[src/rtl/gpr_wb_queue.sv]
// 4-entry write-back queue feeding the GPR write port; drops writes to x0.
// Optional GPR_WB_BYPASS_EN adds a read-side lookup (q_addr/q_hit/q_data).
module gpr_wb_queue (
  input  logic        clk,
  input  logic        rst,
  input  logic        req_valid,
  output logic        req_ready,
  input  logic [4:0]  req_addr,
  input  logic [31:0] req_data,
  output logic        Write_Reg,
  output logic [4:0]  W_Addr,
  output logic [31:0] W_Data,
  input  logic        stall,
  output logic [2:0]  count,
  output logic        empty,
  output logic        full
`ifdef GPR_WB_BYPASS_EN
  ,
  input  logic [4:0]  q_addr,
  output logic        q_hit,
  output logic [31:0] q_data
`endif
);

  logic [4:0]  addr_q [4];
  logic [31:0] data_q [4];
  logic [1:0]  wr_ptr_q, rd_ptr_q;
  logic [2:0]  count_q, count_d;
  logic        wreg_q;
  logic [4:0]  waddr_q;
  logic [31:0] wdata_q;
  logic        hs, push, pop;

  assign empty     = (count_q == 3'd0);
  assign full      = (count_q == 3'd4);
  assign count     = count_q;
  assign req_ready = rst & ~full;
  assign hs        = req_valid & req_ready;
  // A handshake to x0 is consumed but never stored.
  assign push      = hs & (req_addr != 5'd0);
  assign pop       = ~empty & ~stall;

  assign Write_Reg = wreg_q;
  assign W_Addr    = waddr_q;
  assign W_Data    = wdata_q;

  always_comb begin
    count_d = count_q;
    unique case ({push, pop})
      2'b10:   count_d = count_q + 3'd1;
      2'b01:   count_d = count_q - 3'd1;
      default: count_d = count_q;
    endcase
  end

  always_ff @(posedge clk) begin
    if (push) begin
      addr_q[wr_ptr_q] <= req_addr;
      data_q[wr_ptr_q] <= req_data;
    end
  end

  always_ff @(posedge clk) begin
    if (!rst) begin
      wr_ptr_q <= 2'd0;
      rd_ptr_q <= 2'd0;
      count_q  <= 3'd0;
      wreg_q   <= 1'b0;
      waddr_q  <= 5'd0;
      wdata_q  <= 32'd0;
    end else begin
      if (push) wr_ptr_q <= wr_ptr_q + 2'd1;
      if (pop) begin
        rd_ptr_q <= rd_ptr_q + 2'd1;
        waddr_q  <= addr_q[rd_ptr_q];
        wdata_q  <= data_q[rd_ptr_q];
      end
      wreg_q  <= pop;
      count_q <= count_d;
    end
  end

`ifdef GPR_WB_BYPASS_EN
  logic [1:0] idx;

  // Scan oldest to youngest so the last match (youngest) wins.
  always_comb begin
    q_hit  = 1'b0;
    q_data = 32'd0;
    idx    = 2'd0;
    if (q_addr != 5'd0) begin
      if (wreg_q && (waddr_q == q_addr)) begin
        q_hit  = 1'b1;
        q_data = wdata_q;
      end
      for (int k = 0; k < 4; k++) begin
        idx = rd_ptr_q + k[1:0];
        if ((3'(k) < count_q) && (addr_q[idx] == q_addr)) begin
          q_hit  = 1'b1;
          q_data = data_q[idx];
        end
      end
    end
  end
`endif

endmodule
[config.mk]
export PLATFORM = sky130hd
export DESIGN_NAME = gpr_wb_queue
export DESIGN_NICKNAME = d
export VERILOG_FILES = /design/src/rtl/gpr_wb_queue.sv
export SDC_FILE = /design/constraint.sdc
export NUM_CORES = 1
export LEC_CHECK = 0
export ABC_AREA = 1
export CAP_MARGIN = 20
export CORE_MARGIN = 2
export CORE_UTILIZATION = 50
export CTS_CLUSTER_SIZE = 8
export DETAILED_ROUTE_END_ITERATION = 10
export PLACE_DENSITY = 0.72
export SYNTH_ARGS = -nofsm -noshare
export SYNTH_HDL_FRONTEND = slang
export SYNTH_SLANG_ARGS = --single-unit
[constraint.sdc]
create_clock -name clk -period 3 [get_ports clk]
set_input_delay 0.3 -clock clk [delete_from_list [all_inputs] [get_ports clk]]
set_output_delay 0.3 -clock clk [all_outputs]
set_load 0.05 [all_outputs]
==> impl_metrics.json <==
{
  "dp.cells": 912,
  "tritoncts.num_buffers": 17,
  "rows": 44,
  "dieHeight_um": 126,
  "grt_max_degree": 76,
  "yosys.cell_types.count": 22,
  "rr_endpoint": "addr_q[0][1]",
  "gr-usage-met2": 0.319,
  "syn_area_per_cell_um2": 11.1,
  "synth.net_count": 713,
  "grt-busiest-layer": "met2",
  "fin_util": 0.621,
  "ctsLongestPathBuffers": 2,
  "timing.hold.ws_ps": 123,
  "crit_required_ps": 2700,
  "cts_tree": "done",
  "start_kind": "flop",
  "synthFlopType": "edfxtp_1",
  "antenna_found_initial": 0,
  "dieArea_um2": 15800,
  "grt_first_pass_wirelength_um": 24000,
  "h-tree-depth": 4,
  "tightest_slew_ps": 790,
  "rrSetupSlack_ps": 1060,
  "clock_sinks": 193,
  "synth-seq-area-share": 0.720,
  "drive_gt1_frac": 0.0829,
  "initial_utilization": 0.511,
  "syn2layout_area_growth_pct": 21.6,
  "drc": 0,
  "wl_per_cell_um": 15.4,
  "hp-start": "rst",
  "hold_depth": 3,
  "power.switching_mw": 2.81,
  "worst_r2r_path_depth": 6,
  "powerDensity_nw_per_um2": 888,
  "n_antenna_cell": 0,
  "core_um2": 14500,
  "yosysWarnings": 0,
  "intPower_mw": 5.20,
  "fin_crit_ps": 2260,
  "grt_pass1_vias": 4810,
  "drt_iter0_markers": 491,
  "postCtsSetupBuffers": 0,
  "postCtsResizedCells": 0,
  "total_power_mw": 8.02,
  "max-vdd-ir-drop_v": 0.000435,
  "grtUsageMet1": 0.258,
  "rr_startpoint": "count[1]",
  "grt_use_total": 0.194,
  "path_clk_slew_ps": 70,
  "relSlewSlack": 0.473,
  "status": "finished, final reports clean",
  "gp_congestion": 0.765,
  "skew_ps": 4.52,
  "layout.nets": 794,
  "worstPathMaxFanout": 4,
  "synth-seq-cells": 193,
  "viasPerCell": 5.16,
  "yosysTopAreaCell": "edfxtp_1",
  "die_w_um": 126,
  "min_period_over_period": 0.754,
  "root_buffer": "clkbuf_16",
  "io_buffers": 84,
  "rsz0062_at_grt": "no",
  "worstSetupPathType": "flop to primary output",
  "vias": 4868,
  "cp-end-kind": "primary output",
  "yosysMostFrequentCell": "nor2_1",
  "max_freq_ghz": 0.442,
  "globalRouteOverflowTotal": 0,
  "ant_nets": 0,
  "synth_edf_count": 148,
  "clk-insertion-delay-late_ps": 430,
  "hpwl_um": 8990,
  "pwr-share-comb": 0.315,
  "ys_top_cells_by_count": "nor2_1 (234), edfxtp_1 (148), o21ai_1 (62)",
  "power_frac_seq": 0.412,
  "maxSlewViolCount": 0,
  "synth_area_um2": 7420,
  "firstDrtPassIters": 5,
  "cap_violations": 0,
  "leakage_nw": 3.27,
  "power_switching_share": 0.351,
  "pwr-share-clk": 0.273,
  "hold_violations": 0,
  "hold_end": "rd_ptr_q[1]",
  "grtUsageMet3": 0.0408,
  "postSynth.asyncResetShare": 0,
  "fin_cells": 944,
  "ctsHoldBuffers": 0,
  "synth_top_area_frac": 0.599,
  "setup_violations": 0,
  "syn-instance-count": 666,
  "hold_class": "primary input to flop",
  "wl_um": 14500,
  "synthTopCellsByArea": "edfxtp_1 (60%), dfxtp_1 (12%), nor2_1 (12%)",
  "crit_arrival_ps": 1960,
  "io-pin-count": 85
}
## placed cells by master, fill, tap and decap left out, types with 3 or more instances in the layout
cell type,instances
o21ai_0,54
o21ai_1,62
clkbuf_16,17
edfxtp_1,148
clkinvlp_4,4
inv_2,5
buf_4,14
clkdlybuf4s50_1,83
inv_1,15
ha_1,5
nor2_1,230
nand2_1,46
a21oi_1,5
nand3_1,4
dfxtp_1,43
clkinv_2,5
nor2_4,5
clkinv_4,3
## metrics by stage
step	TNS [ps]	area, um^2	setup WS (ps)
2_1_floorplan	-26160	7430	-177
3_3_place_gp	0	8440	705
3_5_place_dp	0	8440	626
4_1_cts	0	9020	740
5_1_grt	0	9020	652
6_report	0	9020	737
## power by group through the flow
stage | Sequential [mW] | Clock, mW | Combinational [mW]
after floorplan | 4.03 | 0 | 1.13
after global placement | 3.34 | 0 | 2.51
after detailed placement | 3.36 | 0 | 2.55
after CTS | 3.30 | 2.23 | 2.56
after global routing | 3.33 | 2.33 | 2.77
final | 3.30 | 2.19 | 2.53
## routing by layer
layer	vias up	part of all wire
li1	2406	-
met1	2329	0.44
met2	116	0.50
met3	17	0.043
met4	0	0.016
met5	-	0
## cell type report
type                    count  area (um^2)
multi-input cells         416         1830
flip-flops and latches    193         5350
clock inverters            14          141
repair buffers             99          961
fillers                  1133         5510
well taps                 184          230
clock buffers              18          439
inverters                  20         75.1
## worst max path at each step
stage / startpoint / endpoint / slack, ps / cells after the start
finish: count[1] / req_ready / 740 / 3
global route: count[1] / req_ready / 650 / 3
CTS: count[1] / req_ready / 740 / 3
detailed placement: req_addr[3] / count[2] / 630 / 11
global placement: req_addr[3] / count[2] / 700 / 11
floorplan: count[0] / addr_q[1][0] / -180 / 4
## critical path, cell delays in order (launching register included)
cell	delay, ps
dfxtp_1	410
nor2_4	60
a21oi_2	220
clkdlybuf4s50_1	850
## flip-flops by register name, indices dropped and copies added (netlist names)
signal     count
count          3
wr_ptr_q       2
data_q       128
Write_Reg      1
rd_ptr_q       2
addr_q        20
W_Addr         5
W_Data        32
## logic make-up after synthesis
logic type / Yosys count / share of synthesized area
adder cells (fa/ha/maj): 6 / 0.0111
buffers and inverters: 57 / 0.0376
flip-flops: 193 / 0.720
AO/OA/AOI/OAI: 122 / 0.0828
AND/OR/NAND/NOR: 288 / 0.148
Note: power is estimated with default switching activity, not from simulation.
